==> src/rtl/pattern_sched_pkg.sv <==
// Shared types and sizing for the pattern scheduler and its 0-then-1 detector.
package pattern_sched_pkg;

  localparam int N_REQ = 4;
  localparam int W     = 8;
  localparam int ID_W  = 2;
  localparam int CNT_W = 3;
  localparam int BIT_W = 3;

  typedef enum logic [1:0] {
    IDLE  = 2'd0,
    SHIFT = 2'd1,
    FLUSH = 2'd2,
    DONE  = 2'd3
  } state_e;

  typedef enum logic [1:0] {
    START = 2'd0,
    SAW0  = 2'd1,
    SAW01 = 2'd2
  } det_state_e;

  // Round-robin pick: nearest asserted request after last; last itself ranks lowest.
  function automatic logic [ID_W-1:0] rr_pick(input logic [N_REQ-1:0] req,
                                              input logic [ID_W-1:0]  last);
    logic [ID_W-1:0] idx;
    rr_pick = last;
    for (int i = N_REQ; i >= 1; i--) begin
      idx = last + i[ID_W-1:0];
      if (req[idx]) begin
        rr_pick = idx;
      end else begin
        rr_pick = rr_pick;
      end
    end
  endfunction

endpackage

==> src/rtl/pattern_sched_detect.sv <==
// Moore recogniser for a 0 followed by a 1 on a serial bit stream.
module pattern_detect_01 (
  input  logic clk,
  input  logic reset,
  input  logic clr,
  input  logic a,
  output logic y
);
  import pattern_sched_pkg::*;

  det_state_e state_q, state_d;
  logic       y_q, y_d;

  // Next-state and output decode
  always_comb begin
    state_d = state_q;
    if (clr) begin
      state_d = START;
    end else begin
      case (state_q)
        START:   state_d = a ? START : SAW0;
        SAW0:    state_d = a ? SAW01 : SAW0;
        SAW01:   state_d = a ? START : SAW0;
        default: state_d = START;
      endcase
    end
    y_d = (state_d == SAW01);
  end

  // Detector state register
  always_ff @(posedge clk or posedge reset) begin
    if (reset) begin
      state_q <= START;
      y_q     <= 1'b0;
    end else begin
      state_q <= state_d;
      y_q     <= y_d;
    end
  end

  assign y = y_q;

endmodule

==> src/rtl/pattern_sched.sv <==
// Round-robin job scheduler: serialises the winner's word MSB first through
// the 0-then-1 detector and reports how many such pairs it contained.
module pattern_sched #(
  parameter int N_REQ = pattern_sched_pkg::N_REQ,
  parameter int W     = pattern_sched_pkg::W
) (
  input  logic                      clk,
  input  logic                      reset,
  input  logic [N_REQ-1:0]          req,
  input  logic [N_REQ-1:0][W-1:0]   data_in,
  output logic [N_REQ-1:0]          grant,
  output logic                      busy,
  output logic                      done,
  output logic [1:0]                done_id,
  output logic [2:0]                count
);
  import pattern_sched_pkg::*;

  state_e           state_q, state_d;
  logic [N_REQ-1:0] grant_q, grant_d;
  logic             busy_q, busy_d;
  logic             done_q, done_d;
  logic [ID_W-1:0]  done_id_q, done_id_d;
  logic [CNT_W-1:0] count_q, count_d;
  logic [ID_W-1:0]  last_id_q, last_id_d;
  logic [ID_W-1:0]  job_id_q, job_id_d;
  logic [W-1:0]     word_q, word_d;
  logic [BIT_W-1:0] bit_cnt_q, bit_cnt_d;
  logic [CNT_W-1:0] acc_q, acc_d;
  logic [ID_W-1:0]  pick_s;
  logic             det_clr_s;
  logic             det_a_s;
  logic             det_y_s;

  // Detector is held cleared while idle so every job starts from START.
  assign det_clr_s = (state_q == IDLE);
  assign det_a_s   = word_q[3'd7 - bit_cnt_q];
  assign pick_s    = rr_pick(req, last_id_q);

  pattern_detect_01 u_detect (
    .clk   (clk),
    .reset (reset),
    .clr   (det_clr_s),
    .a     (det_a_s),
    .y     (det_y_s)
  );

  // Scheduler next-state logic
  always_comb begin
    state_d   = state_q;
    grant_d   = {N_REQ{1'b0}};
    done_d    = 1'b0;
    done_id_d = done_id_q;
    count_d   = count_q;
    last_id_d = last_id_q;
    job_id_d  = job_id_q;
    word_d    = word_q;
    bit_cnt_d = bit_cnt_q;
    acc_d     = acc_q;
    case (state_q)
      IDLE: begin
        if (req != {N_REQ{1'b0}}) begin
          state_d   = SHIFT;
          grant_d   = {{(N_REQ-1){1'b0}}, 1'b1} << pick_s;
          word_d    = data_in[pick_s];
          job_id_d  = pick_s;
          bit_cnt_d = {BIT_W{1'b0}};
          acc_d     = {CNT_W{1'b0}};
        end else begin
          state_d = IDLE;
        end
      end
      SHIFT: begin
        // y in the first shift cycle still reflects the cleared detector.
        if (bit_cnt_q != {BIT_W{1'b0}}) begin
          acc_d = acc_q + {{(CNT_W-1){1'b0}}, det_y_s};
        end else begin
          acc_d = acc_q;
        end
        if (bit_cnt_q == 3'd7) begin
          state_d = FLUSH;
        end else begin
          bit_cnt_d = bit_cnt_q + 3'd1;
        end
      end
      FLUSH: begin
        state_d   = DONE;
        count_d   = acc_q + {{(CNT_W-1){1'b0}}, det_y_s};
        done_d    = 1'b1;
        done_id_d = job_id_q;
      end
      DONE: begin
        state_d   = IDLE;
        last_id_d = done_id_q;
      end
      default: begin
        state_d = IDLE;
      end
    endcase
    busy_d = (state_d != IDLE);
  end

  // Scheduler state and registered outputs
  always_ff @(posedge clk or posedge reset) begin
    if (reset) begin
      state_q   <= IDLE;
      grant_q   <= {N_REQ{1'b0}};
      busy_q    <= 1'b0;
      done_q    <= 1'b0;
      done_id_q <= {ID_W{1'b0}};
      count_q   <= {CNT_W{1'b0}};
      last_id_q <= 2'd3;
      job_id_q  <= {ID_W{1'b0}};
      word_q    <= {W{1'b0}};
      bit_cnt_q <= {BIT_W{1'b0}};
      acc_q     <= {CNT_W{1'b0}};
    end else begin
      state_q   <= state_d;
      grant_q   <= grant_d;
      busy_q    <= busy_d;
      done_q    <= done_d;
      done_id_q <= done_id_d;
      count_q   <= count_d;
      last_id_q <= last_id_d;
      job_id_q  <= job_id_d;
      word_q    <= word_d;
      bit_cnt_q <= bit_cnt_d;
      acc_q     <= acc_d;
    end
  end

  assign grant   = grant_q;
  assign busy    = busy_q;
  assign done    = done_q;
  assign done_id = done_id_q;
  assign count   = count_q;

endmodule
==> config.mk <==
export PLATFORM = sky130hd
export DESIGN_NAME = pattern_sched
export DESIGN_NICKNAME = d
export VERILOG_FILES = /design/src/rtl/pattern_sched_pkg.sv /design/src/rtl/pattern_sched_detect.sv /design/src/rtl/pattern_sched.sv
export SDC_FILE = /design/constraint.sdc
export NUM_CORES = 1
export LEC_CHECK = 0
export BUFFER_PORTS_ARGS = -buffer_cell sky130_fd_sc_hd__clkbuf_2
export CAP_MARGIN = 25
export CORE_ASPECT_RATIO = 1.5
export CORE_MARGIN = 3
export CORE_UTILIZATION = 37
export DETAILED_ROUTE_END_ITERATION = 16
export PLACE_DENSITY = 0.71
export RECOVER_POWER = 100
export SETUP_SLACK_MARGIN = 0.05
export SLEW_MARGIN = 20
export SYNTH_ARGS = -nofsm -noshare
export SYNTH_HDL_FRONTEND = slang
export SYNTH_SLANG_ARGS = --single-unit
export TNS_END_PERCENT = 100
==> constraint.sdc <==
create_clock -name clk -period 1.9 [get_ports clk]
set_input_delay 0 -clock clk [delete_from_list [all_inputs] [get_ports clk]]
set_output_delay 0 -clock clk [all_outputs]
set_load 0.01 [all_outputs]
======== After elaboration in Yosys (flattened, before gate mapping) ========
Cells that the tools add are included.
cells by class
  $add $sub $neg .......................... 6
  magnitude comparators ................... 5
  equality and inequality tests ........... 10
  shift-type cells ........................ 1
  multiplexer cells ....................... 28
  reduce and logical (&&, ||, !) cells .... 10
operator list
  kind                   count
  $bmux W8 S2            1
  $lt A2 B3 Y1 const B   4
  $mux W2                6
  $pmux W3 S2            2
  $mux W3                3
  $eq A2 B2 Y1 const B   4
  $mux W4                2
  $mux W8                1
  $pmux W2 S4            1
  $mux W1                7
  $bmux W1 S2            3
  $reduce_and A3 Y1      2
  $add A2 B2 Y2 const B  2
  $eq A2 B1 Y1 const B   2
  $logic_not A2 Y1       2
  $lt A3 B4 Y1 const B   1
  $ne A2 B2 Y1 const B   2
  $pmux W2 S2            1
  $reduce_bool A2 Y1     2
  $reduce_bool A4 Y1     1
  $shl A1 B2 Y4 const A  1
  $add A3 B1 Y3          1
  $add A3 B1 Y3 const B  1
  $bmux W1 S3            1
  other kinds (7)        7
word-level totals
  register bits ........................... 34
  bits of input ports ..................... 38
  output and inout port bits .............. 11

======== Depth between registers and ports, before layout ========
Gate-level depths: netlist (run 1).
  depth after elaboration ................. 9
  gate-level depth with buffers ........... 7

======== By module ========
From an unflattened synthesis (run 1), not the netlist that was laid out.
unflattened totals
  cells, all modules ...................... 154
  area total of the unflattened synthesis .. 1731.7 µm²
by module, submodules not included
  module             instances  cells each  area an instance (µm²)  sequential area each (µm²)
  pattern_sched      1          147         1620.3                  778.2
  pattern_detect_01  1          7           111.4                   75.1

======== Worst setup path after synthesis (run 1) ========
No wires, ideal clock.
  kind .................................... flip-flop to flip-flop
  from .................................... register last_id_q[0]
  to ...................................... register word_q[2]
  library setup time ...................... 0.120 ns
  arrival time ............................ 1.407 ns
  data required time ...................... 1.780 ns
  path slack .............................. 0.373 ns
  cell stages (with the launch flop) ...... 7
  buffers on the path ..................... 1
  cells stage by stage .................... dfstp_2 nand2b_1 a21oi_1 nor3_2 buf_2 o221ai_1 o211a_1
between the ends
  cells in the longest elaborated chain, start to end .. 8
  elaborated cells between the ends (all ways) .. 14
  those cells by class .................... add/sub: 3; mux: 11
ends and longest elaborated chain
  what                               line                     RTL
  start: declaration                 pattern_sched.sv:25      logic [ID_W-1:0] last_id_q, last_id_d;
  start signal: assignment           pattern_sched.sv:124     last_id_q <= last_id_d;
  $add A2 B2 Y2                      pattern_sched_pkg.sv:29  idx = last + i[ID_W-1:0];
  $bmux W1 S2                        pattern_sched_pkg.sv:30  if (req[idx]) begin
  $mux W1 (implied by the code)      pattern_sched_pkg.sv:30
  $mux W2 (2 in a row)               pattern_sched_pkg.sv:30
  $mux W2 (*)                        pattern_sched_pkg.sv:30
  $bmux W8 S2 (*)                    pattern_sched.sv:65      word_d = data_in[pick_s];
  $mux W8 (implied by the code) (*)  pattern_sched.sv:65
  end signal: assignment             pattern_sched.sv:114     word_q <= {W{1'b0}};
  end signal: assignment             pattern_sched.sv:126     word_q <= word_d;
  end: declaration                   pattern_sched.sv:27      logic [W-1:0] word_q, word_d;
Every way passes the cells marked *; elsewhere a longest branch is shown, timed or not. The select of a mux whose other input is x is not followed.
A chain may end at the register's enable or synchronous reset.

======== Final worst setup path (run 1) ========
Same ends and word-level chain as after synthesis.

==> results.sh, run 1 <==
export IMPL_worst_slack_ns=0.231
export IMPL_die_x_um=64.3
export IMPL_start_kind="flop"
export IMPL_p_switching_w=0.00124
export IMPL_pwr_share_comb_pct=45.3
export IMPL_powerDensity_mw_per_mm2=1430
export IMPL_post_place_ws_ns=0.226
export IMPL_period_needed_ns=1.67
export IMPL_p_int_w=0.00193
export IMPL_crit_slowest_cell="dfstp_1"
export IMPL_grt_overflow_total=0
export IMPL_ant_nets=0
export IMPL_path_max_fanout=10
export IMPL_max_slew_margin_pct=43.5
export IMPL_drtPass1Iterations=4
export IMPL_setup_worst_path_start="last_id_q[0]"
export IMPL_die_area_sq_mm=0.00601
export IMPL_drt_iter0_drc=38
export IMPL_clk_latency_ns=0.28
export IMPL_cts_sinks=34
export IMPL_finalHoldViolCount=0
export IMPL_ctsHtreeMaxLevel=2
export IMPL_crit_required_ns=2.07
export IMPL_wire_per_inst_um=13.6
export IMPL_layout_commonest_cell="clkbuf_2"
export IMPL_die_h_um=93.5
export IMPL_syn_num_nets=221
export IMPL_worstHoldPathType="in2reg"
export IMPL_post_cts_buffers=0
export IMPL_r2r_start="last_id_q[0]"
export IMPL_max_stage_delay_ns=0.53
export IMPL_diodes=0
export IMPL_portBuffers=48
export IMPL_clkSlewWorstSetupHoldPaths_ns=0.07
export IMPL_avgSynthCellArea_sq_um=10.6
export IMPL_drv_cap=0
export IMPL_critPathTopFamily="flip-flops"
export IMPL_vias_per_cell=4.97
export IMPL_setup_viol=0
export IMPL_n_fill_cell=538
export IMPL_layout_drive_gt1_share_pct=27.0
export IMPL_first_global_vias=1583
export IMPL_power_share_switching_pct=39.1
export IMPL_rsz0062_at_grt="false"
export IMPL_netlist_instances=178
export IMPL_seq_area_frac_synth_pct=45.2
export IMPL_rows=31
export IMPL_vias=1471
export IMPL_synth_edff_count=0
export IMPL_cts_tree="yes"
export IMPL_peakVddDrop_uv=683
export IMPL_initial_core_util_pct=38.6
export IMPL_status="finished, final reports clean"
export IMPL_path_class="reg2reg"
export IMPL_areaGrowthSynthToFinish_pct=17.8
export IMPL_post_route_period_util_pct=87.9
export IMPL_hold_slack_ns=0.102
export IMPL_dpl_hpwl_mm=3.08
export IMPL_clock_power_share_pct=15.7
export IMPL_fin_tns_setup_ns=0
export IMPL_crit_arrival_ns=1.84
export IMPL_cts_buffer_depth=2
export IMPL_synth_cell_types=38
export IMPL_final_cell_mix="clkbuf_2 (38), dfrtp_1 (32), nand2_1 (25)"
export IMPL_p_seq_share_pct=39.0
export IMPL_ys_seq_elements=34
export IMPL_cts_buffers=5
export IMPL_ff_latch_area_sq_um=853
export IMPL_synth_area_sq_mm=0.00189
export IMPL_cts_root_buf="clkbuf_8"
export IMPL_grt_first_pass_wirelength_mm=7.28
export IMPL_track_usage_pct=15.4
export IMPL_synth_async_reset_ratio_pct=100
export IMPL_worst_setup_path_end_kind="flop"
export IMPL_io_pin_count=49
export IMPL_antenna_found_initial=0
export IMPL_wirelength_mm=4.04
export IMPL_multi_input_area_sq_um=851
export IMPL_min_delay_start="data_in[21]"
export IMPL_p_leak_nw=1.15
export IMPL_worst_pin_slew_ns=0.848
export IMPL_design_core_area_sq_mm=0.00489
export IMPL_yosysWarnings=0
export IMPL_grt_max_degree=35
export IMPL_layout_nets=273
export IMPL_cts_resized=0
export IMPL_cp_cell_sequence="nand2b_1, a21o_1, and3_1, o221ai_1, o211a_1"
export IMPL_timing_fmax_mhz=599
export IMPL_gp_congestion=0.865
export IMPL_crit_buf_inv=0
export IMPL_drc=0
export IMPL_slew_viol_final=0
export IMPL_synth_flop_cell="dfrtp_1"
export IMPL_fin_skew_ns=0.00709
## cells in the mapped netlist, types with 2 or more instances
library cell | n | area share (%)
a21o_1 | 2 | 0.79
a21oi_1 | 3 | 0.79
a22o_1 | 3 | 1.4
and2_1 | 2 | 0.66
and3_1 | 2 | 0.66
and4bb_1 | 2 | 1.3
buf_2 | 4 | 1.1
buf_6 | 4 | 2.4
clkbuf_1 | 2 | 0.40
dfrtp_1 | 32 | 42
dfstp_2 | 2 | 2.8
ha_1 | 5 | 3.3
inv_1 | 21 | 4.2
mux2_1 | 4 | 2.4
mux2_2 | 2 | 1.2
mux4_2 | 2 | 2.4
nand2_1 | 25 | 5.0
nand2b_1 | 10 | 3.3
nand3_1 | 3 | 0.79
nor2_1 | 4 | 0.79
nor2b_1 | 3 | 0.99
o211a_1 | 8 | 4.2
o21ai_1 | 2 | 0.53
o221ai_1 | 6 | 2.8
o221ai_2 | 10 | 8.0
o31ai_1 | 2 | 0.79
or2_1 | 2 | 0.66
## flip-flops by register name, indices dropped and copies added (netlist names)
signal            count
state_q               2
busy                  1
count                 3
u_detect.y            1
word_q                8
job_id_q              2
acc_q                 3
last_id_q             2
done                  1
grant                 4
bit_cnt_q             3
u_detect.state_q      2
done_id               2
## worst paths after layout
kind | end | slack, ns | depth (start not counted)
max | word_q[2] | 0.23 | 5
min | word_q[5] | 0.10 | 4
max reg2reg | word_q[2] | 0.23 | 5
min reg2reg | u_detect.state_q[0] | 0.47 | 1
max in group asynchronous | grant[1] | 0.87 | 4
min in group asynchronous | count[0] | 0.49 | 4
## layout make-up
class | count | share of cell area (%)
sequential | 34 | 38.4
multi-input combinational | 112 | 38.3
timing repair buffer | 55 | 12.4
inverter | 22 | 3.71
tap | 66 | 3.71
clock buffer | 5 | 3.10
clock inverter | 2 | 0.450
## worst reg2reg max path: stages, from the launching register on
cell	delay [ns]
dfstp_1	0.53
nand2b_1	0.15
a21o_1	0.14
and3_1	0.37
o221ai_1	0.21
o211a_1	0.16
## power groups by stage
stage	Combinational [W]	Sequential, W	Clock (W)
after global routing	0.00164	0.00129	0.000547
after global placement	0.00149	0.00125	0
after floorplan	0.00119	0.00123	0
final	0.00144	0.00124	0.000497
after CTS	0.00153	0.00124	0.000511
after detailed placement	0.00152	0.00126	0
## metrics by stage
stage               instances  power, W  util [%]  cell area [sq um]
finish                    296   0.00317      45.5               2220
global route              296   0.00347      45.5               2220
CTS                       296   0.00328      46.5               2270
detailed placement        288   0.00278      44.7               2180
global placement          288   0.00274      44.7               2180
floorplan                 178   0.00243         -               1890
## metal layers
metal  share of wire, %  track usage (%)  vias up  wire, um
met5                  0                0        -         0
met4                2.3             6.88        0        91
met3                4.3             2.88        9       174
met2                 52             27.5       37      2100
met1                 41             17.5      698      1670
li1                   -                -      727         -
## timing repair
action / CTS / global route
hold buffers: 1 / 0
endpoints found under the hold margin: 32 / 0
setup endpoints to repair: 0 / 0
## cell families (layout without fill, tap and decap cells)
kind of cell	Yosys count	in the layout	share of synthesized area, %
flops	34	34	45.2
mux	8	8	5.96
compound gates	42	42	21.6
simple gates	57	57	15.7
fa+ha+maj	5	5	3.31
buf+inv	32	84	8.22
No activity file was read; power rests on OpenSTA's default activity.
==> inputs of run 2 (changes only) <==
--- a/config.mk
+++ b/config.mk
@@ -8,10 +8,10 @@
 export BUFFER_PORTS_ARGS = -buffer_cell sky130_fd_sc_hd__clkbuf_2
 export CAP_MARGIN = 25
 export CORE_ASPECT_RATIO = 1.5
-export CORE_MARGIN = 3
+export CORE_MARGIN = 8
 export CORE_UTILIZATION = 37
 export DETAILED_ROUTE_END_ITERATION = 16
-export PLACE_DENSITY = 0.71
+export PLACE_DENSITY = 0.74
 export RECOVER_POWER = 100
 export SETUP_SLACK_MARGIN = 0.05
 export SLEW_MARGIN = 20
==> constraint.sdc (replaced) <==
create_clock -name clk -period 1.5 [get_ports clk]
set_input_delay 0 -clock clk [delete_from_list [all_inputs] [get_ports clk]]
set_output_delay 0 -clock clk [all_outputs]
set_load 0.01 [all_outputs]
==> results.sh, run 2 (synthesis gave the netlist of run 1 again) <==
export IMPL_vias_per_cell=5.02
export IMPL_critPathTopFamily="flip-flops"
export IMPL_fin_skew_ns=0.00557
export IMPL_timing_fmax_mhz=622
export IMPL_crit_slowest_cell="dfstp_2"
export IMPL_max_stage_delay_ns=0.55
export IMPL_cp_depth=7
export IMPL_setup_viol=11
export IMPL_violations="setup timing"
export IMPL_ctsHtreeMaxLevel=2
export IMPL_post_place_ws_ns=-0.0376
export IMPL_setup_worst_path_start="last_id_q[0]"
export IMPL_cts_sinks=34
export IMPL_peakVddDrop_uv=877
export IMPL_worst_pin_slew_ns=0.861
export IMPL_vias=1556
export IMPL_path_class="reg2reg"
export IMPL_worst_setup_path_end_kind="flop"
export IMPL_period_needed_ns=1.61
export IMPL_ff2ff_setup_slack_ns=-0.11
export IMPL_r2r_start="last_id_q[0]"
export IMPL_crit_arrival_ns=1.79
export IMPL_dpl_hpwl_mm=3.56
export IMPL_first_global_vias=1569
export IMPL_cts_tree="yes"
export IMPL_status="complete, but fails checks"
export IMPL_max_slew_margin_pct=42.6
export IMPL_path_max_fanout=9
export IMPL_drc=0
export IMPL_r2r_end="word_q[6]"
export IMPL_diodes=0
export IMPL_wire_per_inst_um=15.4
export IMPL_crit_required_ns=1.68
export IMPL_power_total_w=0.00454
export IMPL_clkSlewWorstSetupHoldPaths_ns=0.07
export IMPL_track_usage_pct=12.6
export IMPL_largest_reg_flops=8
export IMPL_cts_buffers=5
export IMPL_endpoint="word_q[6]"
export IMPL_clk_latency_ns=0.29
export IMPL_stdcell_count=310
export IMPL_powerDensity_mw_per_mm2=1860
export IMPL_initial_core_util_pct=37.4
export IMPL_die_area_sq_mm=0.00769
export IMPL_grt_overflow_total=0
export IMPL_drtPass1Iterations=6
export IMPL_design_area_sq_mm=0.00244
export IMPL_grt_first_pass_wirelength_mm=7.42
export IMPL_rows=32
export IMPL_areaGrowthSynthToFinish_pct=29.4
export IMPL_final_cell_mix="clkbuf_2 (38), dfrtp_1 (32), nand2_1 (24)"
export IMPL_antenna_found_initial=0
export IMPL_ant_nets=0
export IMPL_layout_nets=284
export IMPL_dpl_cell_count=298
export IMPL_post_route_period_util_pct=107
export IMPL_worstHoldPathType="in2reg"
export IMPL_regMostFlops="word_q"
export IMPL_ff2ff_path_depth=7
export IMPL_die_h_um=103
export IMPL_place_area_sq_mm=0.00229
export IMPL_die_x_um=74.3
export IMPL_worst_slack_ns=-0.107
export IMPL_gp_congestion=0.884
export IMPL_start_kind="flop"
export IMPL_wirelength_mm=4.79
export IMPL_cts_root_buf="clkbuf_8"
export IMPL_design_core_area_sq_mm=0.00504
export IMPL_hold_slack_ns=0.0800
export IMPL_finalHoldViolCount=0
export IMPL_layout_commonest_cell="clkbuf_2"
export IMPL_portBuffers=48
export IMPL_layout_drive_gt1_share_pct=36.8
export IMPL_grt_max_degree=35
export IMPL_p_leak_nw=1.23
export IMPL_io_pin_count=49
export IMPL_drt_iter0_drc=85
export IMPL_rsz0062_at_grt="true"
export IMPL_cp_cell_sequence="nand2b_4, a21oi_2, nor3_2, buf_4, buf_8, o221ai_1, o211a_1"
export IMPL_drv_cap=0
export IMPL_slew_viol_final=0
export IMPL_cts_buffer_depth=2
export IMPL_crit_buf_inv=2
## run 2: cell types whose count changed in the layout (fill, tap and decap cells not counted), moves of 2 or more
cell      change
buf_4         +6
o221ai_1      -5
o221ai_2      +5
a21oi_1       -3
a21oi_2       +3
buf_12        +2
buf_6         +2
nand2b_1      -2
nand2b_4      +2
## run 2: per-stage QoR
stage                     utilization, %   TNS, ns
after CTS                           47.3    -0.268
after floorplan                        -         0
after detailed placement            45.3    -0.199
after global routing                48.4     -1.67
final                               48.4    -0.786
after global placement              45.3  -0.00465
## run 2: per-layer routing
| layer | share of wire (%) | wire length [um] | track usage (%) |
|---|---|---|---|
| met2 | 55 | 2620 | 22.2 |
| met3 | 3.5 | 166 | 2.90 |
| met5 | 0 | 0 | 0 |
| met4 | 1.2 | 58 | 4.09 |
| met1 | 41 | 1940 | 14.6 |
## run 2: worst min path at each step
| stage | start | endpoint | slack, ns | cells after the start |
|---|---|---|---|---|
| after CTS | data_in[17] | word_q[1] | 0.08 | 4 |
| final | data_in[17] | word_q[1] | 0.08 | 4 |
| after global routing | data_in[30] | word_q[6] | 0.10 | 4 |
| after global placement | reset | grant[2] | 0.1 | 3 |
| after detailed placement | reset | grant[2] | 0.11 | 3 |
| after floorplan | reset | acc_q[0] | 0.14 | 1 |
## run 2: what timing repair did
action,CTS,global route
hold endpoints to repair,32,0
cloned,0,2
hold buffers,1,0
gates resized for setup,0,19
endpoints found under the setup margin,11,20
setup buffers,0,1
pin swaps,0,7
## run 2: final cells by class
| cell class | count | area (sq um) |
|---|---|---|
| fill | 498 | 2600 |
| multi-input combinational | 112 | 932 |
| sequential | 34 | 853 |
| timing repair buffer | 66 | 398 |
| clock buffer | 7 | 86.3 |
| tap | 68 | 85.1 |
| inverter | 22 | 82.6 |
| clock inverter | 1 | 5.00 |
## run 2: worst register-to-register path: cells and delay by family, from the launching register on
kind | cells | cell delay (ns)
flops | 1 | 0.55
simple gates | 2 | 0.32
buf+inv | 2 | 0.31
compound gates | 3 | 0.31
## run 2: where the power goes
part	internal, W	total [W]	switching (W)
Sequential	0.00131	0.00157	0.000262
Combinational	0.00112	0.00227	0.00115
Clock	0.000370	0.000698	0.000328
